### config.mk
export PLATFORM = sky130hd
export DESIGN_NAME = digit_serial_addsub
export DESIGN_NICKNAME = d
export VERILOG_FILES = /design/src/rtl/digit_serial_addsub.sv
export SDC_FILE = /design/constraint.sdc
export NUM_CORES = 1
export LEC_CHECK = 0
export ABC_AREA = 1
export BUFFER_PORTS_ARGS = -buffer_cell sky130_fd_sc_hd__buf_2
export CORE_ASPECT_RATIO = 2
export CORE_UTILIZATION = 45
export DETAILED_ROUTE_END_ITERATION = 8
export MAX_ROUTING_LAYER = met4
export PLACE_DENSITY = 0.67
export SLEW_MARGIN = 20
export SYNTH_ARGS = -nofsm -noshare
export SYNTH_HDL_FRONTEND = slang
export SYNTH_SLANG_ARGS = --single-unit
### constraint.sdc
create_clock -name clk -period 5.4 [get_ports clk]
set_clock_uncertainty 0.15 [all_clocks]
set_input_delay 0.27 -clock clk [delete_from_list [all_inputs] [get_ports clk]]
set_output_delay 0.27 -clock clk [all_outputs]
set_load 0.02 [all_outputs]
### src/rtl/digit_serial_addsub.sv
// digit_serial_addsub
// Multi-cycle two's-complement adder/subtractor. Operands are consumed
// DIGIT bits per clock, LSB digit first, through a DIGIT-cell ripple chain
// whose carry is held in a register between digits. The result registers
// (sum, cout, ovf) only change on the edge that completes an operation.
module digit_serial_addsub #(
    parameter int WIDTH = 16,
    parameter int DIGIT = 4
) (
    input  logic             clk,
    input  logic             rst_n,
    input  logic             start,
    input  logic             sub,
    input  logic [WIDTH-1:0] a,
    input  logic [WIDTH-1:0] b,
    output logic             busy,
    output logic             done,
    output logic [WIDTH-1:0] sum,
    output logic             cout,
    output logic             ovf
);

    localparam int N  = WIDTH / DIGIT;
    localparam int CW = (N > 1) ? $clog2(N) : 1;
    localparam logic [CW-1:0] LAST_CNT = CW'(N - 1);

    typedef enum logic [1:0] {
        IDLE = 2'b00,
        RUN  = 2'b01,
        DONE = 2'b10
    } state_t;

    // Ripple chain of DIGIT full-adder cells.
    // Returns {carry out of the chain, carry into the top cell, digit sum}.
    function automatic logic [DIGIT+1:0] ripple_digit(
        input logic [DIGIT-1:0] x,
        input logic [DIGIT-1:0] y,
        input logic             cin
    );
        logic [DIGIT-1:0] s;
        logic             c;
        logic             c_msb;
        s     = {DIGIT{1'b0}};
        c     = cin;
        c_msb = cin;
        for (int i = 0; i < DIGIT; i++) begin
            c_msb = c;
            s[i]  = x[i] ^ y[i] ^ c;
            c     = (x[i] & y[i]) | (c & (x[i] ^ y[i]));
        end
        return {c, c_msb, s};
    endfunction

    state_t             state_r;
    logic [WIDTH-1:0]   opa_r;
    logic [WIDTH-1:0]   opb_r;
    logic [WIDTH-1:0]   psum_r;
    logic               carry_r;
    logic [CW-1:0]      cnt_r;
    logic               busy_r;
    logic               done_r;
    logic [WIDTH-1:0]   sum_r;
    logic               cout_r;
    logic               ovf_r;

    logic [DIGIT+1:0]       chain_s;
    logic [DIGIT-1:0]       dsum_s;
    logic                   c_msb_s;
    logic                   c_out_s;
    logic [WIDTH+DIGIT-1:0] psum_cat_s;
    logic [WIDTH-1:0]       psum_next_s;

    // Operands shift right each digit so the active digit is always at the
    // bottom; the digit sum enters the partial sum from the top, so after N
    // digits every result digit sits at its own position.
    always_comb begin
        chain_s     = ripple_digit(opa_r[DIGIT-1:0], opb_r[DIGIT-1:0], carry_r);
        dsum_s      = chain_s[DIGIT-1:0];
        c_msb_s     = chain_s[DIGIT];
        c_out_s     = chain_s[DIGIT+1];
        psum_cat_s  = {dsum_s, psum_r};
        psum_next_s = psum_cat_s[WIDTH+DIGIT-1:DIGIT];
    end

    // Control FSM, digit datapath and registered result/handshake outputs.
    always_ff @(posedge clk) begin
        if (!rst_n) begin
            state_r <= IDLE;
            opa_r   <= {WIDTH{1'b0}};
            opb_r   <= {WIDTH{1'b0}};
            psum_r  <= {WIDTH{1'b0}};
            carry_r <= 1'b0;
            cnt_r   <= {CW{1'b0}};
            busy_r  <= 1'b0;
            done_r  <= 1'b0;
            sum_r   <= {WIDTH{1'b0}};
            cout_r  <= 1'b0;
            ovf_r   <= 1'b0;
        end else begin
            case (state_r)
                IDLE, DONE: begin
                    if (start) begin
                        // Subtraction is a + ~b + 1: invert b, seed carry with 1.
                        opa_r   <= a;
                        opb_r   <= b ^ {WIDTH{sub}};
                        carry_r <= sub;
                        cnt_r   <= {CW{1'b0}};
                        state_r <= RUN;
                        busy_r  <= 1'b1;
                        done_r  <= 1'b0;
                    end else begin
                        state_r <= IDLE;
                        busy_r  <= 1'b0;
                        done_r  <= 1'b0;
                    end
                end
                RUN: begin
                    opa_r   <= opa_r >> DIGIT;
                    opb_r   <= opb_r >> DIGIT;
                    psum_r  <= psum_next_s;
                    carry_r <= c_out_s;
                    if (cnt_r == LAST_CNT) begin
                        cnt_r   <= {CW{1'b0}};
                        sum_r   <= psum_next_s;
                        cout_r  <= c_out_s;
                        ovf_r   <= c_msb_s ^ c_out_s;
                        state_r <= DONE;
                        busy_r  <= 1'b0;
                        done_r  <= 1'b1;
                    end else begin
                        cnt_r   <= cnt_r + CW'(1);
                        state_r <= RUN;
                        busy_r  <= 1'b1;
                        done_r  <= 1'b0;
                    end
                end
                default: begin
                    state_r <= IDLE;
                    busy_r  <= 1'b0;
                    done_r  <= 1'b0;
                end
            endcase
        end
    end

    assign busy = busy_r;
    assign done = done_r;
    assign sum  = sum_r;
    assign cout = cout_r;
    assign ovf  = ovf_r;

endmodule

Word level (Yosys, flattened, before mapping)
Index checks and enable logic that the tools add are counted.
{ "word_totals": {"mem_count": 0, "inputBits": 36, "ff_bits": 73, "out_inout_bits": 20, "wordCells": 60, "ramBits": 0, "latchBits": 0, "rom_bits": 0} }
{ "op_classes": {"multipliers": 0, "n_bitwise": 22, "div_mod_pow": 0, "order_cmp": 0, "eq_ne": 4, "shifts": 0, "add_sub_neg": 1, "n_mux": 16, "n_reduce_logical": 6} }
{ "ops": {"columns": ["operator", "n"], "rows": [
  ["16-bit case mux with 2 select lines", 2],
  ["16-bit 2-to-1 mux", 2],
  ["16-bit XOR", 1],
  ["1-bit XOR", 9],
  ["1-bit bitwise AND", 8],
  ["2-bit case mux with 2 select lines", 2],
  ["2-bit 2-to-1 mux", 3],
  ["2-bit AND reduction", 3],
  ["1-bit 2-to-1 mux", 5],
  ["2-bit equality test (second input constant)", 2],
  ["1-bit bitwise OR", 4],
  ["1-bit case mux with 2 select lines", 2],
  ["2-bit by 1-bit adder with 2-bit output (second input constant)", 1],
  ["2-bit by 1-bit equality test with 1-bit output (second input constant)", 1],
  ["2-bit zero test", 1],
  ["2-bit != test (second input constant)", 1],
  ["2-bit nonzero test", 1],
  ["2-bit OR reduction", 1]
]} }

Depth between registers and ports, before layout
Gate-level depths: netlist of the first run.
{ "logic_depth": {"depth_word": 10, "mapped_depth": 12, "ltp_nobuf": 12} }

Worst setup path before layout of the first run
No wires, ideal clock.
{ "synth_timing": {"path_kind": "flip-flop to flip-flop", "startpoint": "register opa_r[0]", "endpoint": "register psum_r[15]", "n_path_buf": 0, "required_ns": 5.180, "synth_period_minus_slack_ns": 2.279, "setup_slack_ns": 3.121, "path_stages_with_launch": 11, "t_arrival_ns": 2.059, "setup_ns": 0.070, "cell_sequence": "dfxtp_1 fa_1 inv_1 fa_1 inv_1 fa_1 inv_1 fa_1 inv_1 o21ai_0 a21oi_1"} }
{ "synth_between": {"elab_chain_len": 8, "word_cells_on_any_way": 9, "cone_classes": "9 x bitwise"} }
{ "synth_lines": {"columns": ["item", "line", "source"], "rows": [
  ["start, declared", "55", "logic [WIDTH-1:0] opa_r;"],
  ["start signal, assigned", "89", "opa_r <= {WIDTH{1'b0}};"],
  ["start signal, assigned", "118", "opa_r <= opa_r >> DIGIT;"],
  ["1-bit XOR", "49", "c = (x[i] & y[i]) | (c & (x[i] ^ y[i]));"],
  ["1-bit bitwise AND", "49", null],
  ["1-bit bitwise OR *", "49", null],
  ["1-bit bitwise AND *", "49", null],
  ["1-bit bitwise OR *", "49", null],
  ["1-bit bitwise AND *", "49", null],
  ["1-bit bitwise OR *", "49", null],
  ["1-bit XOR *", "48", "s[i] = x[i] ^ y[i] ^ c;"],
  ["end signal, assigned", "91", "psum_r <= {WIDTH{1'b0}};"],
  ["end signal, assigned", "120", "psum_r <= psum_next_s;"],
  ["end, declared", "57", "logic [WIDTH-1:0] psum_r;"]
]} }
Mark *: on every way between the ends. The rest lies on a longest branch, timed or not.
A chain may end at the register's enable or synchronous reset.

Final worst setup path of the first run
Ends and elaborated chain as after synthesis.

==> results of run 1 <==
==> metal layers <==
layer	vias to the layer above	global-route usage, %	wire length, um
met1	1225	22.95	2645
met2	60	37.50	3491
li1	1429	-	-
met3	18	5.824	214
met4	0	13.37	232
met5	-	-	0
==> kinds of logic (layout without fill, tap and decap cells) <==
kind of cell | after synthesis | count (layout) | share of synthesized area [%]
xor gates and xnor gates | 3 | 3 | 0.8741
adders and majority gates | 5 | 5 | 3.080
DFF | 68 | 68 | 45.28
AOI/OAI and AO/OA | 58 | 58 | 9.655
and+or+nand+nor | 219 | 219 | 29.55
buffers and inverters | 85 | 134 | 11.57
==> through the flow <==
step	power [mW]	cell area, um2	cells	hold WS [ps]	setup slack [ps]
floorplan	0.6504	3007	438	269.0	3121
global placement	0.6832	3282	557	289.6	3023
detailed placement	0.6872	3282	557	303.8	2984
CTS	1.244	3571	573	25.02	2977
global route	1.291	3571	573	53.76	2835
finish	1.230	3571	573	34.29	2984
==> worst max-delay path by stage <==
| stage | startpoint | endpoint | slack [ps] | cells past startpoint |
|---|---|---|---|---|
| 2_1_floorplan | opa_r[0] | psum_r[15] | 3120 | 10 |
| 3_3_place_gp | opa_r[0] | psum_r[15] | 3020 | 10 |
| 3_5_place_dp | opa_r[0] | psum_r[15] | 2980 | 10 |
| 4_1_cts | opa_r[0] | psum_r[15] | 2980 | 10 |
| 5_1_grt | opa_r[0] | psum_r[15] | 2840 | 10 |
| 6_report | opa_r[0] | psum_r[15] | 2980 | 10 |
==> Yosys cell counts <==
cell      count
dfxtp_1      68
inv_2         4
nand3_1      39
ha_1          1
clkbuf_1      7
o21ai_0      27
nor2_4        1
or2_2         1
xor2_1        3
buf_2        11
nor2_2        2
a21oi_1      31
inv_1        58
fa_1          4
buf_1         1
nand2_1     144
nand2_2       1
nor2_1       31
buf_4         4
==> layout make-up <==
cell class	instances	area, um2
Fill cell	688	2790
Sequential cell	68	1361
Multi-Input combinational cell	285	1297
Timing Repair Buffer	56	282.8
Clock buffer	12	266.5
Inverter	62	232.7
Tap cell	86	107.6
Clock inverter	4	22.52
==> worst max-delay path, delay by kind of cell (launching register included) <==
| kind | cells | cell delay (ps) |
|---|---|---|
| buffers and inverters | 4 | 290 |
| flip-flops | 1 | 330 |
| AO/OA/AOI/OAI | 2 | 230 |
| adder cells (fa/ha/maj) | 4 | 1360 |
==> sequential cells by signal (all words and copies together) (netlist names) <==
signal   flops
carry_r      1
cout         1
opa_r       16
done         1
sum         16
psum_r      12
state_r      2
opb_r       16
ovf          1
cnt_r        2
==> power breakdown <==
group	total, mW	leakage [nW]	internal, mW	switching, mW
Combinational	0.130	1.15	0.0457	0.0844
Sequential	0.545	0.556	0.530	0.0152
Clock	0.554	0.144	0.345	0.209
==> run metrics, run 1 <==
drt drc 0; Crit Path Class reg -> reg; Seq/Total Area, Yosys 45.28%; HP Class in -> reg; Yosys cell types 19; Max-Slew Margin vs Limit between 40% and 50%; status completed; Max Fclk 413.9 MHz; reg-to-reg critical path endpoint psum_r[15]; vias per cell 4.768; flop and latch count out of synthesis 68; TritonCTS buffer count 9; arrival time at the worst endpoint 2530 ps; Area Overhead vs Synth 18.77%; Synth top area share 45.28%; CTS tree built; PD cells 344.4 nW/um2; clock buffer depth 2; Setup TNS 0 ps; Antenna Violating Nets Remaining 0; largest cells by area after synthesis dfxtp_1, nand2_1, inv_1; Mapped Avg Cell Area approximately 7 um2; die height approximately 120 um; synthesized instance count 438; routability cong. between 0.8 and 0.9; vias in the first global route 2,608; Hold Startpoint a[15]; CP Max Fanout 2; Final Hold Fails 0; core area 6361 um2; Crit path required time around 5500 ps; crit start category register; CP cell instances fa_1, inv_1, fa_1, inv_1, fa_1, inv_1, fa_1, inv_1, o21ai_0, a21oi_1; RSZ-0062 raised after global routing false; hold path cells 3; first-pass GRT wire length 11,670 um; DR iter-0 viols 211; I/O Buffers 55; DR pass1 iterations 4; CP max-delay cell fa_1; # rows 41; diode count 0; total global routing track utilization a little under a quarter; routed length per instance 11.49 um; Post-CTS Hold Buffers 0; initial antenna violation count 0; Setup crit end kind register; I/O pin cnt 56; htree depth 3; final cell utilization of the core 56.14%; commonest non-fill, non-tap cell in the layout nand2_1; Period Utilization, post-route around 45%; Resized cells post-CTS 0; Die ar. 7032 um2; Synthesized Nets 479; WHS Endpoint opa_r[15]; pins over their slew limit 0; share of layout cells above drive strength 1 between 10% and 20%; worst-margin pin slew approximately 830 ps; Setup Buffers After CTS 0; synth warn 0; Clk Latency, worst-skew pair 330 ps; Period minus WS final 2416 ps; flop2flop setup slack 2980 ps; die width 59.80 um; clock sink total 68; peak supply drop 0.1952 mV; Reg clk slew, reported paths 50 ps; Root Buffer clkbuf_16; Pleak around 1.9 nW; largest net degree at the start of global routing 46; DR vias 2,732; # setup viols final 0; max-cap viol count 0; worst reg-to-reg path cell count 10; commonest cells after routing, fill and taps aside nand2_1, dfxtp_1, inv_1; worst reg2reg startpoint opa_r[0]; Detail Placement HPWL 4301 um; fin nets 523; total wire length 6584 um; Synth area leader dfxtp_1; synthesized area around 3000 um2; total congestion overflow 0; CP max stage delay 410 ps; effective utilization at floorplan 47.27%
(Power assumes the default switching activity.)
==> inputs of run 2 (changes only) <==
==> constraint.sdc (replaced) <==
create_clock -name clk -period 2.45 [get_ports clk]
set_clock_uncertainty 0.15 [all_clocks]
set_input_delay 0.1225 -clock clk [delete_from_list [all_inputs] [get_ports clk]]
set_output_delay 0.1225 -clock clk [all_outputs]
set_load 0.02 [all_outputs]
==> run 2 against run 1 <==
  * Clock power is 120% higher
  * Sequential share of layout area is 2.3 points lower
  * Cell count is 4.2% higher
  * Total power increased by 120%
  * Wire length fell by 0.91%
  * Flip-flop and latch count stayed put
  * Sequential power up 120%
  * Design area grew 6.6%
  * Critical path type unchanged
  * Critical endpoint unchanged
  * Largest cell class unchanged
  * Largest power group unchanged
==> run metrics, run 2 (synthesis gave the netlist of run 1 again) <==
routed length per instance 10.93 um; drt drc 0; status completed; routability cong. 0.8448; # rows 41; DR iter-0 viols 135; total wire length 6524 um; total power between 2 and 3 mW; clock buffer depth 2; Detail Placement HPWL 4488 um; Place WS 79.21 ps; peak supply drop 0.3902 mV; Clk Latency, worst-skew pair between 300 and 400 ps; Clk pwr share 44.8%; Reg clk slew, reported paths 50 ps; final cell utilization of the core 59.82%; max-cap viol count 0; Crit path required time 2560 ps; clock sink total between 60 and 70; vias in the first global route 2,585; I/O pin cnt 56; first-pass GRT wire length 11,200 um; Die ar. 7032 um2; total global routing track utilization 21.62%; RSZ-0062 raised after global routing false; initial antenna violation count 0; crit start category register; core area 6361 um2; diode count 0; sequential share of power 43.7%; Area Overhead vs Synth 26.55%; arrival time at the worst endpoint 2410 ps; worst-margin pin slew 754.7 ps; die height 117.6 um; Pleak 1.956 nW; Max-Slew Margin vs Limit 49.63%; pins over their slew limit 0; Setup Buffers After CTS 0; effective utilization at floorplan ~47%; commonest cells after routing, fill and taps aside nand2_1, dfxtp_1, inv_1; vias per cell 4.707; Comb pwr share a little under an eighth; I/O Buffers 55; net switching power about 0.65 mW; Setup crit end kind register; Max Fclk 434.4 MHz; CTS tree built; DR pass1 iterations 4; CP Max Fanout 2; htree depth 3; Period minus WS final about 2300 ps; Final Hold Fails 0; Period Utilization, post-route 93.97%; HP Class in -> reg; DR vias 2,810; # setup viols final 0; switching share of power 23.51%; largest net degree at the start of global routing 34; Crit Path Class reg -> reg; setup ws final 147.7 ps; commonest non-fill, non-tap cell in the layout nand2_1; TritonCTS buffer count 9; fin nets 548; total congestion overflow 0; Root Buffer clkbuf_16; hold slack final 4.724 ps; fillers 640; Pint 2.105 mW; PD cells 723.2 nW/um2; Antenna Violating Nets Remaining 0; Setup TNS 0 ps; die width 59.80 um; share of layout cells above drive strength 1 16.63%
## run 2: changes by cell type in the layout (fill, tap and decap cells not counted), sizes merged
cell	before	now
buf	56	62
bufinv	0	1
clkbuf	12	13
clkinv	3	1
clkinvlp	1	0
dlygate4sd3	0	19
## run 2: worst max-delay path, stage by stage (launching register included)
cell	delay, ps
dfxtp_1	320
fa_1	410
inv_1	70
fa_1	160
inv_1	50
fa_2	340
inv_2	70
fa_1	400
inv_1	80
o21ai_0	80
a21oi_1	110
## run 2: worst paths after layout
| path | start | end | slack (ps) | cells past startpoint |
|---|---|---|---|---|
| worst max register to register | opa_r[0] | psum_r[15] | 150 | 10 |
| worst max-delay path | opa_r[0] | psum_r[15] | 150 | 10 |
| worst min-delay path | a[1] | opa_r[1] | 5 | 5 |
| worst min register to register | opa_r[14] | opa_r[14] | 310 | 2 |
## run 2: final cells by class
cell class	count	area (um2)	share of cell area, %
clock buffer	13	250.2	6.577
clock inverter	2	35.03	0.9207
inverter	62	232.7	6.116
multi-input combinational	285	1300	34.17
sequential	68	1361	35.78
tap	86	107.6	2.828
timing repair buffer	81	518.0	13.61
## run 2: routing by layer
layer	up-vias	share of wire, %	GRT usage, %
met2	52	55	37.50
met5	-	0	-
met4	0	1.2	9.593
met1	1278	41	21.45
met3	5	3.0	5.824
li1	1475	-	-
## run 2: timing repair
item / CTS / global route
setup endpoints to repair: 0 / 2
gates resized for setup: 0 / 2
endpoints found under the hold margin: 19 / 0
hold buffers: 19 / 0
## run 2: power groups by stage
stage          Clock (mW)  Sequential, mW  Combinational [mW]
6_report             1.23            1.20               0.316
5_1_grt              1.32            1.21               0.369
4_1_cts              1.26            1.20               0.322
3_5_place_dp            0            1.22               0.299
3_3_place_gp            0            1.22               0.292
2_1_floorplan           0            1.22               0.214
## run 2: stage by stage
| step | cell area, um2 | cells |
|---|---|---|
| 2_1_floorplan | 3007 | 438 |
| 3_3_place_gp | 3327 | 563 |
| 3_5_place_dp | 3327 | 563 |
| 4_1_cts | 3802 | 597 |
| 5_1_grt | 3805 | 597 |
| 6_report | 3805 | 597 |
